===== config.mk =====
export PLATFORM = sky130hd
export DESIGN_NAME = mmss_lap_counter
export DESIGN_NICKNAME = d
export VERILOG_FILES = /design/src/rtl/mmss_lap_counter.sv
export SDC_FILE = /design/constraint.sdc
export NUM_CORES = 1
export LEC_CHECK = 0
export CORE_ASPECT_RATIO = 0.9
export CORE_MARGIN = 8
export CORE_UTILIZATION = 35
export DETAILED_ROUTE_END_ITERATION = 12
export HOLD_SLACK_MARGIN = 0.06
export PLACE_DENSITY_LB_ADDON = 0.05
export SETUP_SLACK_MARGIN = 0.15
export SLEW_MARGIN = 20
export SYNTH_ARGS = -nofsm -noshare
export SYNTH_HDL_FRONTEND = slang
export SYNTH_SLANG_ARGS = --single-unit

===== constraint.sdc =====
create_clock -name _1Hzclk -period 3.3 [get_ports _1Hzclk]
set_input_delay 0.99 -clock _1Hzclk [delete_from_list [all_inputs] [get_ports _1Hzclk]]
set_output_delay 0.99 -clock _1Hzclk [all_outputs]
set_load 0.02 [all_outputs]

===== src/rtl/mmss_lap_counter.sv =====
// Purpose : minute/second BCD stopwatch core with lap snapshot, counting 00:00..MAX_MIN:MAX_SEC.
// Latency : count and display update on the sampling _1Hzclk edge; lap freeze/unfreeze one edge after lap_state changes.
// Backpressure: none; stop=1 pauses counting, clr_n=0 clears synchronously and overrides stop and lap.
//
// Ports:
//   _1Hzclk   count clock, rising edge
//   init_rst  asynchronous active-low reset
//   clr_n     synchronous active-low clear (live count, lap snapshot, lap hold)
//   stop      1 = paused, 0 = counting
//   lap_state 1 = display frozen on the lap snapshot
//   min_tens/min_ones/sec_tens/sec_ones  displayed BCD digits
//   run       registered, high while in RUN
//   full      registered saturation / wrap flag
//
// Build option: define MMSS_WRAP_EN to wrap to 00:00 at the top count (full pulses
// for one cycle). Without it the count saturates in FULL until clr_n or init_rst.
module mmss_lap_counter #(
  parameter int MAX_MIN = 59,
  parameter int MAX_SEC = 59
) (
  input  logic       _1Hzclk,
  input  logic       init_rst,
  input  logic       clr_n,
  input  logic       stop,
  input  logic       lap_state,
  output logic [3:0] min_tens,
  output logic [3:0] min_ones,
  output logic [3:0] sec_tens,
  output logic [3:0] sec_ones,
  output logic       run,
  output logic       full
);

  typedef enum logic [1:0] {
    S_IDLE  = 2'd0,
    S_RUN   = 2'd1,
    S_PAUSE = 2'd2,
    S_FULL  = 2'd3
  } state_t;

  localparam logic [3:0] TOP_MT = 4'(MAX_MIN / 10);
  localparam logic [3:0] TOP_MO = 4'(MAX_MIN % 10);
  localparam logic [3:0] TOP_ST = 4'(MAX_SEC / 10);
  localparam logic [3:0] TOP_SO = 4'(MAX_SEC % 10);

  state_t     state, state_nxt;

  // live count digits
  logic [3:0] mt, mo, st, so;
  // lap snapshot digits
  logic [3:0] lap_mt, lap_mo, lap_st, lap_so;
  logic       lap_hold;

  logic       at_top;
  logic       inc_en;    // normal BCD increment this edge
  logic       wrap_evt;  // top count rolls back to 00:00 this edge
  logic       full_nxt;

  assign at_top = (mt == TOP_MT) && (mo == TOP_MO) && (st == TOP_ST) && (so == TOP_SO);

  // ---------------------------------------------------------------- FSM
  always_ff @(posedge _1Hzclk or negedge init_rst) begin
    if (!init_rst) state <= S_IDLE;
    else           state <= state_nxt;
  end

  always_comb begin
    state_nxt = state;
    inc_en    = 1'b0;
    wrap_evt  = 1'b0;
    full_nxt  = 1'b0;
    if (!clr_n) begin
      state_nxt = S_IDLE;
    end else begin
      case (state)
        S_IDLE, S_PAUSE, S_RUN: begin
          if (stop) begin
            // IDLE stays IDLE while stopped; a running count pauses
            if (state == S_RUN) state_nxt = S_PAUSE;
          end else if (at_top) begin
`ifdef MMSS_WRAP_EN
            state_nxt = S_RUN;
            wrap_evt  = 1'b1;
            full_nxt  = 1'b1;
`else
            state_nxt = S_FULL;
            full_nxt  = 1'b1;
`endif
          end else begin
            state_nxt = S_RUN;
            inc_en    = 1'b1;
          end
        end
        S_FULL: begin
          // saturated: stop is ignored, only clear or reset leaves
          state_nxt = S_FULL;
          full_nxt  = 1'b1;
        end
        default: state_nxt = S_IDLE;
      endcase
    end
  end

  always_ff @(posedge _1Hzclk or negedge init_rst) begin
    if (!init_rst) begin
      run  <= 1'b0;
      full <= 1'b0;
    end else begin
      run  <= (state_nxt == S_RUN);
      full <= full_nxt;
    end
  end

  // ---------------------------------------------------------------- live count
  always_ff @(posedge _1Hzclk or negedge init_rst) begin
    if (!init_rst) begin
      mt <= 4'd0; mo <= 4'd0; st <= 4'd0; so <= 4'd0;
    end else if (!clr_n || wrap_evt) begin
      mt <= 4'd0; mo <= 4'd0; st <= 4'd0; so <= 4'd0;
    end else if (inc_en) begin
      // ripple carry through the four BCD digits; each digit only ever
      // takes legal values (ones 0-9, tens 0-5)
      if (so != 4'd9) begin
        so <= so + 4'd1;
      end else begin
        so <= 4'd0;
        if (st != 4'd5) begin
          st <= st + 4'd1;
        end else begin
          st <= 4'd0;
          if (mo != 4'd9) begin
            mo <= mo + 4'd1;
          end else begin
            mo <= 4'd0;
            if (mt != 4'd5) mt <= mt + 4'd1;
            else            mt <= 4'd0;
          end
        end
      end
    end
  end

  // ---------------------------------------------------------------- lap
  always_ff @(posedge _1Hzclk or negedge init_rst) begin
    if (!init_rst) begin
      lap_hold <= 1'b0;
      lap_mt <= 4'd0; lap_mo <= 4'd0; lap_st <= 4'd0; lap_so <= 4'd0;
    end else if (!clr_n) begin
      lap_hold <= 1'b0;
      lap_mt <= 4'd0; lap_mo <= 4'd0; lap_st <= 4'd0; lap_so <= 4'd0;
    end else begin
      lap_hold <= lap_state;
      // capture the pre-increment count on the lap rising edge
      if (lap_state && !lap_hold) begin
        lap_mt <= mt; lap_mo <= mo; lap_st <= st; lap_so <= so;
      end
    end
  end

  // ---------------------------------------------------------------- display
  always_comb begin
    if (lap_hold) begin
      min_tens = lap_mt; min_ones = lap_mo; sec_tens = lap_st; sec_ones = lap_so;
    end else begin
      min_tens = mt;     min_ones = mo;     sec_tens = st;     sec_ones = so;
    end
  end

endmodule


Word-level counts from Yosys, hierarchy flattened. Cells that the tools add are included. W data, S select, Z words.

Bits of input ports: 5. Bits in registers: 37. Word-level logic and storage cells: 87. Output and inout port bits: 18.

Multiplexer cells: 44. Reductions and logical operators: 10. Equal/unequal tests: 17. Add/subtract/negate cells: 4.

Operators by type and width (count): $mux W4 (30); $add A4 B1 Y4 const B (4); $eq A4 B3 Y1 const B (2); $eq A4 B4 Y1 const B (2); $mux W1 (8); $mux W2 (4); $ne A4 B3 Y1 const B (2); $ne A4 B4 Y1 const B (2); $ne A2 B2 Y1 const B (3); $eq A2 B1 Y1 const B (2); $eq A2 B2 Y1 const B (2); $logic_and A1 B1 Y1 (4); $ne A2 B1 Y1 const B (2); $pmux W2 S2 (1); $reduce_and A4 Y1 (1); $reduce_and A3 Y1 (1); $reduce_or A3 Y1 (1); $logic_not A2 Y1 (1); $pmux W1 S2 (1); $reduce_and A2 Y1 (1); $logic_not A1 Y1 (1).

Longest topological paths before layout. Gate-level depths: netlist of run 1.

Depth after elaboration: 10. Mapped depth: 7. Depth with buffers taken out: 6.

Least setup slack after synthesis of run 1. OpenSTA, ideal clock, no wires.

Kind: register to output. From: reg lap_hold. To: out min_tens[1]. Path buffers: 2. Cell stages (with the launch flop): 4. Data required time: 2.310 ns. Path slack: 1.003 ns. Arrival time: 1.307 ns. Path through: dfrtp_1 > clkbuf_1 > buf_2 > mux2_2.

Longest elaborated chain between the ends: 1.

Ends and longest elaborated chain: start: declaration (RTL line 52) `logic lap_hold;`; start signal: assignment (RTL line 152) `lap_hold <= lap_state;`; $mux W4 (RTL line 162) `if (lap_hold) begin`; end: declaration (RTL line 26) `output logic [3:0] min_tens,`.

Every way passes these cells.

Final worst setup path of run 1.
From: reg lap_hold. To: out sec_tens[2].

Longest elaborated chain between the ends: 1.

Ends and longest elaborated chain: $mux W4 (RTL line 162); end: declaration (RTL line 28) `output logic [3:0] sec_tens,`.

Every way passes these cells.

==> impl_metrics.toml, run 1 <==
[floorplanning]
floorplan.initialDensity = 0.356
fp.dieH_um = 87.5
row_count = 26
die_w_um = 95.5
dieArea_um2 = 8360
core_um2 = 5600
pin_count = 23

[final_layout]
n_antenna_cell = 0
layout-drive-gt1-share = 0.111
area_delta_synth_final_pct = 17.7
num-nets-final = 245

[clocking]
root_buffer = "clkbuf_8"
htree_levels = 2
cts_tree = "yes"
clockBufferDepth = 2
hold_buffers = 0
clk_pin_slew_worst_paths_ps = 70
cts_buffers = 5
insertion_delay_ps = 290
clock-sinks = 37

[run]
cap_violations = 0

[min_path]
hold_start = "lap_mo[3]"
hold_path.class = "reg2reg"

[drt]
drt-initial-drc-count = 146
drt-total-wl_um = 4640
ant_nets = 0
wl_per_cell_um = 15.3
drt_first_pass_iters = 5
viasPerCell = 5.34
drc = 0
vias = 1622

[logic_synthesis]
ys_ff_latch = 37
synth_flop_cell = "dfrtp_1"
syn_area_um2 = 1990
synth_area_per_cell_um2 = 9.30
ys_warn_count = 0
ys_types = 38
synthesis.nets = 225
ys_seq_area_frac = 0.465
synthArstFlopShare = 1.00
syn_inst = 214
yosys.area.top_type = "dfrtp_1"
synth_edf_count = 0
synth_top_area_frac = 0.465
synth_area_leaders = "dfrtp_1 (47%), nand2_1 (9.1%), mux2_2 (7.4%), a21oi_1 (5.5%), ha_1 (3.8%)"

[global_routing]
overflow = 0
grt_max_degree = 38
grt_pass1_vias = 1577
grt_pass1_wl_um = 7960
grt_usage = 0.124
antenna_found_initial = 0

[sta]
drv_slew = 0
fin_worst_skew_ps = 4.31
max_freq_mhz = 352
timing.setup.tns_ps = 0
grt_setup_unrepaired = "no"
relSlewSlack = 0.438
setup_viol_count_final = 0
hold_violations = 0
fin_crit_sh = 0.860
fin_crit_ps = 2840
worst_pin_slew_ps = 844

[placed_design]
portBuffers = 22
gpl.final_weighted_congestion = 0.802
hpwl_um = 3160

[setup_path]
end_kind = "primary output"
critPathKind = "reg2out"
cpPeakStageDelay_ps = 630
timing.rr.start = "so[1]"
worstSetupStartpoint = "lap_hold"
path_cells = "mux2_2 > clkdlybuf4s50_1"
cp-start-kind = "register"
crit_fanout = 21
cp.arrival_ps = 1850
cp_top_family = "flip-flops"
worst-path-buf-inv = 1
cp_slowest_cell = "dfrtp_2"
critical_path_required_ps = 2310

[power_and_ir_drop]
leakage_nw = 0.950
cellPowerDensity_nw_per_um2 = 365
vdd_ir_drop_max_uv = 138
p_total_mw = 0.853

[outcome]
run_status = "finished clean"
[routing by layer]
metal  routed length, µm  up-vias  GRT usage  share of wire
met5                   0        -          0              0
met4                  34        0     0.0432         0.0073
met3                 295        4     0.0379          0.064
met2                2090       41      0.180           0.45
met1                2220      784      0.168           0.48
li1                    -      793          -              -
[worst reg2reg max path, cell delays in order, from the launching register on]
cell and delay, ps:
dfrtp_1 430, inv_1 110, ha_1 190, and3b_1 410, nand3_1 220, or4_1 430, a21oi_1 130
[flip-flops by register name, summed over array words and instances (netlist names)]
signal and flops:
lap_mt 4, state 2, lap_so 4, full 1, st 4, lap_st 4
lap_hold 1, lap_mo 4, run 1, mo 4, mt 4, so 4
[cell families (layout without fill, tap and decap cells)]
group | Yosys count | count (layout) | share of synthesized area
AND/OR/NAND/NOR | 93 | 93 | 0.230
multiplexers | 15 | 15 | 0.0836
adder cells (fa/ha/maj) | 6 | 6 | 0.0377
flip-flops | 37 | 37 | 0.465
AO/OA/AOI/OAI | 46 | 46 | 0.141
XOR/XNOR | 1 | 1 | 0.00440
buffers and inverters | 16 | 36 | 0.0384
[stage by stage]
step | hold WS (ps) | worst slack, ps | cell area (µm²) | util | instances
after global routing | 542 | 352 | 2340 | 0.418 | 304
after global placement | 506 | 539 | 2250 | 0.403 | 297
after floorplan | 497 | 1000 | 1990 | - | 214
after CTS | 525 | 181 | 2340 | 0.418 | 304
final | 522 | 461 | 2340 | 0.418 | 304
after detailed placement | 514 | 516 | 2250 | 0.403 | 297
[synth_stat cells (all sizes together) (3+ instances only)]
| cell type | n |
|---|---|
| a21oi | 23 |
| a31oi | 4 |
| buf | 3 |
| clkbuf | 9 |
| dfrtp | 37 |
| ha | 6 |
| inv | 4 |
| mux2 | 13 |
| nand2 | 49 |
| nand2b | 3 |
| nand3 | 5 |
| nand3b | 5 |
| nor2 | 10 |
| nor3 | 7 |
| o21ai | 8 |
| o41ai | 3 |
[power breakdown]
| group | internal (mW) | total [mW] | switching, mW |
|---|---|---|---|
| clock network | 0.166 | 0.318 | 0.153 |
| registers | 0.459 | 0.470 | 0.0106 |
| logic | 0.0227 | 0.0656 | 0.0429 |
| total | 0.647 | 0.853 | 0.206 |
[placed cells by master, fill, tap and decap left out, types with 6 or more instances in the layout]
cell,count
clkdlybuf4s50_1,21
nor2_1,10
dfrtp_1,36
ha_1,6
o21ai_0,8
a21oi_1,22
nand2_1,48
nor3_1,7
clkbuf_8,6
mux2_2,13
[path summary, 6_finish.rpt]
path	endpoint	slack, ps	depth (start not counted)
setup / recovery	sec_tens[2]	460	2
hold / removal	lap_mo[3]	520	2
setup reg to reg	mt[1]	1310	6
hold reg to reg	lap_mo[3]	520	2
max in group asynchronous	lap_hold	1920	1
min in group asynchronous	lap_st[2]	800	1
[layout make-up]
class,count,area [µm²]
clock buffer,7,86.3
fill,566,3250
inverter,4,15.0
multi-input combinational,161,987
sequential,37,927
tap,70,87.6
timing repair buffer,25,238
[what timing repair did]
action / CTS / global route
buffers inserted: 0 / 0
setup endpoints to repair: 0 / 16
gates resized for setup: 0 / 1
hold endpoints to repair: 0 / 0
(Power assumes the default switching activity.)
==> run 2: changes to the inputs <==
--- a/config.mk
+++ b/config.mk
@@ -12,6 +12,7 @@
 export HOLD_SLACK_MARGIN = 0.06
 export PLACE_DENSITY_LB_ADDON = 0.05
 export SETUP_SLACK_MARGIN = 0.15
+export SKIP_LAST_GASP = 1
 export SLEW_MARGIN = 20
 export SYNTH_ARGS = -nofsm -noshare
 export SYNTH_HDL_FRONTEND = slang
==> constraint.sdc (replaced) <==
create_clock -name _1Hzclk -period 3 [get_ports _1Hzclk]
set_input_delay 0.9 -clock _1Hzclk [delete_from_list [all_inputs] [get_ports _1Hzclk]]
set_output_delay 0.9 -clock _1Hzclk [all_outputs]
set_load 0.02 [all_outputs]
==> impl_metrics.toml, run 2 (same netlist as run 1, synthesis figures left out) <==
[outcome]
run_status = "finished clean"

[clocking]
cts_resized = 1
cts_setup_buffers = 0
insertion_delay_ps = 280
htree_levels = 2
clock-sinks = 37
cts_tree = "yes"
clk_pin_slew_worst_paths_ps = 70
clockBufferDepth = 2
hold_buffers = 0
cts_buffers = 5
root_buffer = "clkbuf_8"

[sta]
worst_pin_slew_ps = 845
timing.setup.tns_ps = 0
max_freq_mhz = 362
drv_slew = 0
grt_setup_unrepaired = "no"
hold_violations = 0
fin_crit_ps = 2760
setup_viol_count_final = 0
fin_crit_sh = 0.922
relSlewSlack = 0.436
fin_worst_skew_ps = 5.68

[final_layout]
area_delta_synth_final_pct = 18.4
final_area_um2 = 2360
post-route-util = 0.421
fillCellCount = 560
layout-drive-gt1-share = 0.119
register_area_um2 = 927
final_common_cell = "nand2_1"
n_antenna_cell = 0
fin_cells = 306
num-nets-final = 247
final_cell_mix = "nand2_1 (48), dfrtp_1 (36), a21oi_1 (22)"
multi_input_area_um2 = 987

[drt]
drc = 0
drt_first_pass_iters = 4
vias = 1615
ant_nets = 0
wl_per_cell_um = 15.2
drt-initial-drc-count = 119
drt-total-wl_um = 4660
viasPerCell = 5.28

[global_routing]
grt_pass1_vias = 1644
overflow = 0
grt_max_degree = 38
grt_pass1_wl_um = 7940
antenna_found_initial = 0
grt_usage = 0.121

[floorplanning]
row_count = 26
fp.dieH_um = 87.5
die_w_um = 95.5
core_um2 = 5600
dieArea_um2 = 8360
pin_count = 23
floorplan.initialDensity = 0.356

[placed_design]
portBuffers = 22
gpl.final_weighted_congestion = 0.800
dp.cells = 299
hpwl_um = 3290
place_area_um2 = 2270

[power_and_ir_drop]
p_int_mw = 0.714
switching_share = 0.240
combPwrFrac = 0.079
pwr-share-clk = 0.371
cellPowerDensity_nw_per_um2 = 399
p_total_mw = 0.940
power_switching_mw = 0.226
p_seq_frac = 0.550
leakage_nw = 0.960
vdd_ir_drop_max_uv = 230

[setup_path]
cp.arrival_ps = 1860
critical_path_required_ps = 2100
crit_fanout = 21
timing.rr.start = "so[1]"
rr_worst_depth = 6
cp_top_family = "flip-flops"
critPathKind = "reg2out"
cp-start-kind = "register"
rrSetupSlack_ps = 1060
worst-path-buf-inv = 1
cp_slowest_cell = "dfrtp_2"
end_kind = "primary output"
path_cells = "mux2_2 > clkdlybuf4s50_1"
worstReg2RegEnd = "mt[1]"
cpPeakStageDelay_ps = 640

[min_path]
hold_start = "lap_so[2]"
holdPathEnd = "lap_so[2]"
hold_path.class = "reg2reg"
worst_hold_path.num_cells = 2

[run]
cap_violations = 0
## run 2: worst max path at each step
stage                       end  cells past startpoint      from
global route        sec_tens[0]                      2  lap_hold
floorplan           min_tens[1]                      3  lap_hold
CTS                 sec_ones[3]                      2  lap_hold
global placement    sec_ones[2]                      2  lap_hold
finish              sec_ones[0]                      2  lap_hold
detailed placement  sec_ones[3]                      2  lap_hold
## run 2: tightest hold or removal path, delay by kind of cell (launching register included)
kind / cells / cell delay [ps]
and+or+nand+nor: 1 / 50
DFF: 1 / 370
AOI/OAI and AO/OA: 1 / 50
## run 2: power groups by stage
stage,sequential [mW],combinational [mW],clock [mW]
floorplan,0.521,0.0431,0
global placement,0.526,0.0745,0
detailed placement,0.526,0.0754,0
CTS,0.517,0.0755,0.365
global route,0.518,0.0825,0.383
finish,0.517,0.0738,0.349
## run 2: final cells by class
class	count	area share
well taps	70	0.0372
flip-flops and latches	37	0.394
inverters	4	0.00637
repair buffers	27	0.107
clock buffers	7	0.0366
multi-input cells	161	0.419
## run 2: per-stage QoR
| step | setup WS [ps] | hold WS (ps) |
|---|---|---|
| after floorplan | 793 | 497 |
| after global placement | 329 | 505 |
| after CTS | 207 | 522 |
| final | 235 | 516 |
| after detailed placement | 284 | 512 |
| after global routing | 153 | 544 |
## run 2: routing by layer
layer / GRT usage / routed length, µm / up-vias
met1: 0.158 / 2270 / 768
li1: - / - / 796
met3: 0.0379 / 300 / 7
met4: 0.0502 / 55 / 0
met5: 0 / 0 / -
met2: 0.182 / 2030 / 44
